--- src/rtl/mem_access_ctrl.sv ---
// Memory-access controller for the M pipeline stage: issues one data-bus
// transaction per aligned load/store, stalls the pipeline until it completes
// (or times out), and drives the W-stage pipeline registers.
module mem_access_ctrl #(
  parameter int unsigned TIMEOUT = 255
) (
  input  logic        clk,
  input  logic        resetn,
  input  logic        m_wreg,
  input  logic        m_m2reg,
  input  logic        m_wmem,
  input  logic [4:0]  m_rn,
  input  logic [31:0] m_aluout,
  input  logic [31:0] m_data,
  input  logic        bus_ack,
  input  logic [31:0] bus_rdata,
  output logic        mem_stall,
  output logic        bus_req,
  output logic        bus_we,
  output logic [31:0] bus_addr,
  output logic [31:0] bus_wdata,
  output logic        w_wreg,
  output logic        w_m2reg,
  output logic [4:0]  w_rn,
  output logic [31:0] w_aluout,
  output logic [31:0] w_mdata,
  output logic        exc_align,
  output logic        exc_bus
);

  typedef enum logic [1:0] {IDLE, REQ, DONE} state_t;

  localparam logic [7:0] TO_LAST = 8'(TIMEOUT);

  state_t      state;
  logic [7:0]  cnt;
  logic        err_pend;
  logic [31:0] load_reg;

  logic access;
  logic aligned;
  logic misalign;

  assign access   = m_m2reg | m_wmem;
  assign aligned  = (m_aluout[1:0] == 2'b00);
  assign misalign = access & ~aligned;

  // Stall while an aligned access is being launched or is in flight; held low in reset.
  always_comb begin
    mem_stall = 1'b0;
    case (state)
      IDLE:    mem_stall = access & aligned;
      REQ:     mem_stall = 1'b1;
      DONE:    mem_stall = 1'b0;
      default: mem_stall = 1'b0;
    endcase
    mem_stall = mem_stall & resetn;
  end

  // Access FSM with registered bus outputs, timeout counter and exception pulses.
  always_ff @(posedge clk or negedge resetn) begin
    if (!resetn) begin
      state     <= IDLE;
      cnt       <= '0;
      err_pend  <= 1'b0;
      load_reg  <= '0;
      bus_req   <= 1'b0;
      bus_we    <= 1'b0;
      bus_addr  <= '0;
      bus_wdata <= '0;
      exc_align <= 1'b0;
      exc_bus   <= 1'b0;
    end else begin
      exc_align <= 1'b0;
      exc_bus   <= 1'b0;
      case (state)
        IDLE: begin
          if (access && aligned) begin
            state     <= REQ;
            bus_req   <= 1'b1;
            bus_we    <= m_wmem;
            bus_addr  <= {m_aluout[31:2], 2'b00};
            bus_wdata <= m_data;
            cnt       <= '0;
          end else if (misalign) begin
            exc_align <= 1'b1;
          end
        end
        REQ: begin
          // An ack arriving on the timeout cycle still completes normally.
          if (bus_ack) begin
            load_reg <= bus_rdata;
            bus_req  <= 1'b0;
            cnt      <= '0;
            state    <= DONE;
          end else if (cnt + 8'd1 == TO_LAST) begin
            bus_req  <= 1'b0;
            err_pend <= 1'b1;
            cnt      <= '0;
            state    <= DONE;
          end else begin
            cnt <= cnt + 8'd1;
          end
        end
        DONE: begin
          state    <= IDLE;
          exc_bus  <= err_pend;
          err_pend <= 1'b0;
        end
        default: state <= IDLE;
      endcase
    end
  end

  // W-stage registers: advance when not stalled, insert a bubble while stalled.
  always_ff @(posedge clk or negedge resetn) begin
    if (!resetn) begin
      w_wreg   <= 1'b0;
      w_m2reg  <= 1'b0;
      w_rn     <= '0;
      w_aluout <= '0;
      w_mdata  <= '0;
    end else if (mem_stall) begin
      w_wreg  <= 1'b0;
      w_m2reg <= 1'b0;
    end else begin
      w_wreg   <= m_wreg & ~misalign & ~err_pend;
      w_m2reg  <= m_m2reg & ~m_wmem;
      w_rn     <= m_rn;
      w_aluout <= m_aluout;
      w_mdata  <= load_reg;
    end
  end

endmodule

--- config.mk ---
export PLATFORM = sky130hd
export DESIGN_NAME = mem_access_ctrl
export DESIGN_NICKNAME = d
export VERILOG_FILES = /design/src/rtl/mem_access_ctrl.sv
export SDC_FILE = /design/constraint.sdc
export NUM_CORES = 1
export LEC_CHECK = 0
export CAP_MARGIN = 25
export CORE_AREA = 2 2 121 123
export CTS_CLUSTER_DIAMETER = 120
export DETAILED_ROUTE_END_ITERATION = 10
export DIE_AREA = 0 0 123 125
export DONT_BUFFER_PORTS = 1
export PLACE_DENSITY = 0.67
export RECOVER_POWER = 50
export SLEW_MARGIN = 20
export SYNTH_ARGS = -nofsm -noshare
export SYNTH_HDL_FRONTEND = slang
export SYNTH_SLANG_ARGS = --single-unit
--- constraint.sdc ---
create_clock -name clk -period 1.95 [get_ports clk]
set_clock_uncertainty 0.05 [all_clocks]
set_input_delay 0.39 -clock clk [delete_from_list [all_inputs] [get_ports clk]]
set_output_delay 0.39 -clock clk [all_outputs]
set_load 0.1 [all_outputs]
==> results of run 1 <==
cells in the mapped netlist, types with 2 or more instances:
cell / instances
a211o_1: 2
nand2_1: 9
buf_1: 3
nand3_1: 3
xor2_1: 2
nor3b_1: 2
a21oi_1: 4
nor2_1: 5
o2111ai_1: 2
mux2_2: 159
or3_1: 3
and3_1: 2
buf_4: 9
buf_2: 7
inv_1: 10
o21ai_0: 4
ha_1: 2
dfrtp_1: 180
mux2_1: 5
and2_1: 2
o21ai_1: 4
per-stage QoR:
| stage | utilization, % | setup TNS (ps) | setup WS, ps | std cells |
|---|---|---|---|---|
| after floorplan | - | 0 | 6.35 | 441 |
| after global placement | 51.8 | -14210 | -124 | 629 |
| after detailed placement | 51.8 | -18350 | -157 | 629 |
| after CTS | 56.8 | -22.0 | -22.0 | 666 |
| after global routing | 57.4 | -120 | -71.6 | 670 |
| final | 57.4 | -11.6 | -11.6 | 670 |
timing repair:
item	in CTS	in global routing
endpoints found under the hold margin	181	180
gates resized for setup	3	13
buffers inserted	4	4
setup endpoints to repair	8	9
pin swaps	2	3
worst register-to-register path, stage by stage, from the launching register on:
cell and delay (ps):
dfrtp_2 410, ha_4 170, nand3_2 80, or3_1 360, a211o_1 360, o2111ai_2 240
o221ai_2 110
logic make-up after synthesis:
family          Yosys count  share of synthesized area (%)
flops                   180                           64.7
mux                     165                           26.7
simple gates             34                           2.79
buf+inv                  30                           2.23
compound gates           25                           2.71
xor+xnor                  3                          0.485
fa+ha+maj                 2                          0.359
other cells               1                         0.0539
path summary, 6_finish.rpt:
check,startpoint,endpoint,slack [ps]
worst max-delay path,state[1],mem_stall,-10
worst min-delay path,resetn,bus_wdata[5],-400
worst max register to register,cnt[0],cnt[4],50
worst min register to register,err_pend,w_wreg,400
max in group asynchronous,resetn,cnt[0],1920
min in group clk,m_data[4],bus_wdata[4],60
cell type report:
type / instances / area (sq um)
sequential: 180 / 4510
timing repair buffer: 33 / 354
clock inverter: 14 / 220
inverter: 10 / 37.5
tap: 184 / 230
fill: 1092 / 6050
clock buffer: 18 / 439
multi-input combinational: 231 / 2360
per-layer routing:
metal / part of all wire [%] / global-route usage [%]
met5: 0 / 0
met4: 1.9 / 7.29
met3: 13 / 8.71
met2: 51 / 30.2
met1: 35 / 19.7
==> out/results.txt, run 1 <==
cell mode on critical path = buf_12
# diodes = 0
Setup violations, final = 1
final hold slack = -398 ps
Mapped Cells = 440
Reg2Reg Depth = 6
Critical-path top delay cell = dfrtp_2
row count = 44
Max clock buf depth = 2
Yosys cell types = 42
initial antenna violation count = 1
GRT Total Usage = 18.1%
root buffer cell = clkbuf_16
crit path kind = flop to output port
sequential area share after synthesis = 64.7%
max_cap viols = 0
WL/cell = 20.5 um
Pins Over Slew Limit = 0
Vias/cell = 5.45
Ports = 247
Fmax = 510 MHz
CTS tree = built
total wire length = 13,700 um
placed instance area = 7360 sq um
cells along the critical path = a21o_1 -> nor2_4 -> buf_12 -> buf_12
# H-tree levels = 4
routability cong. = 0.880
final non-filler cell area = 8150 sq um
largest net degree at the start of global routing = 182
Worst EP arrival = 1520 ps
Rel. slew slack = 36.3%
unrepaired setup endpoints after global routing = true
most frequent cells in the layout = dfrtp_1, mux2_2, buf_4, clkbuf_16
Hold Crit Class = input pin to asynchronous set/reset pin
hold_buf cts = 1
ys async rst share = 100%
Die H = 125 um
Yosys top cell by area = dfrtp_1
Worst setup SP type = flop
HPWL Detailed = 9580 um
CTS clock-pin slew for the worst setup and hold paths = 70 ps
failing checks = hold timing, setup timing
crit path time final = 1960 ps
cts bufs inserted = 17
Mapped Area = 6960 sq um
vias after detailed routing = 3,652
Synth area leaders = dfrtp_1, mux2_2, buf_4, mux2_1, inv_1
Least-Margin Pin Slew = 956 ps
buffers added on ports = 0
Die X = 123 um
Data required, critical path = 1510 ps
worst skew pair latency = 420 ps
final setup margin = -11.6 ps
post-synth top area share = 64.7%
DR DRC count = 0
First DRT Iteration DRCs = 184
final-stage net count = 582
clk sink count = 180
Area Overhead vs Synth = 17.1%
ANT nets after route = 0
Setup crit end kind = output port
Max Fanout on Critical Path = 6
first-pass GRT wire length = 21,400 um
layout cells sized above 1 = 49.8%
die area = 15,400 sq um
DRT Pass-1 Iters = 4
CP top delay family = flip-flops
most frequently used flop master after synthesis = dfrtp_1
crit path buf inv count = 2
syn avg cell area = 15.8 sq um
Seq cells post-synth = 180
Crit path largest cell delay = 440 ps
run status = finished, violations left
Stages on worst setup path = 4
core area = 14,200 sq um
final hold violation count = 180
Ys Warns = 0
Starting Density = 49.0%
number of flops mapped to enable cells by yosys = 0
most common cell after layout, fill and taps aside = dfrtp_1
grt ovf = 0
vias in the first global route = 3,916
fin crit share = 101%
Power of run 1 is left out: the tool's default activity adds up to more than one toggle a clock period on the data nets, which glitch-free logic cannot reach.
==> inputs of run 2 (changes only) <==
Settings changed: SLEW_MARGIN 20 to 10.
==> results of run 2 <==
No change in the layout: final DEF, timing and power equal those of run 1.
Power of run 2 is left out for the same reason.
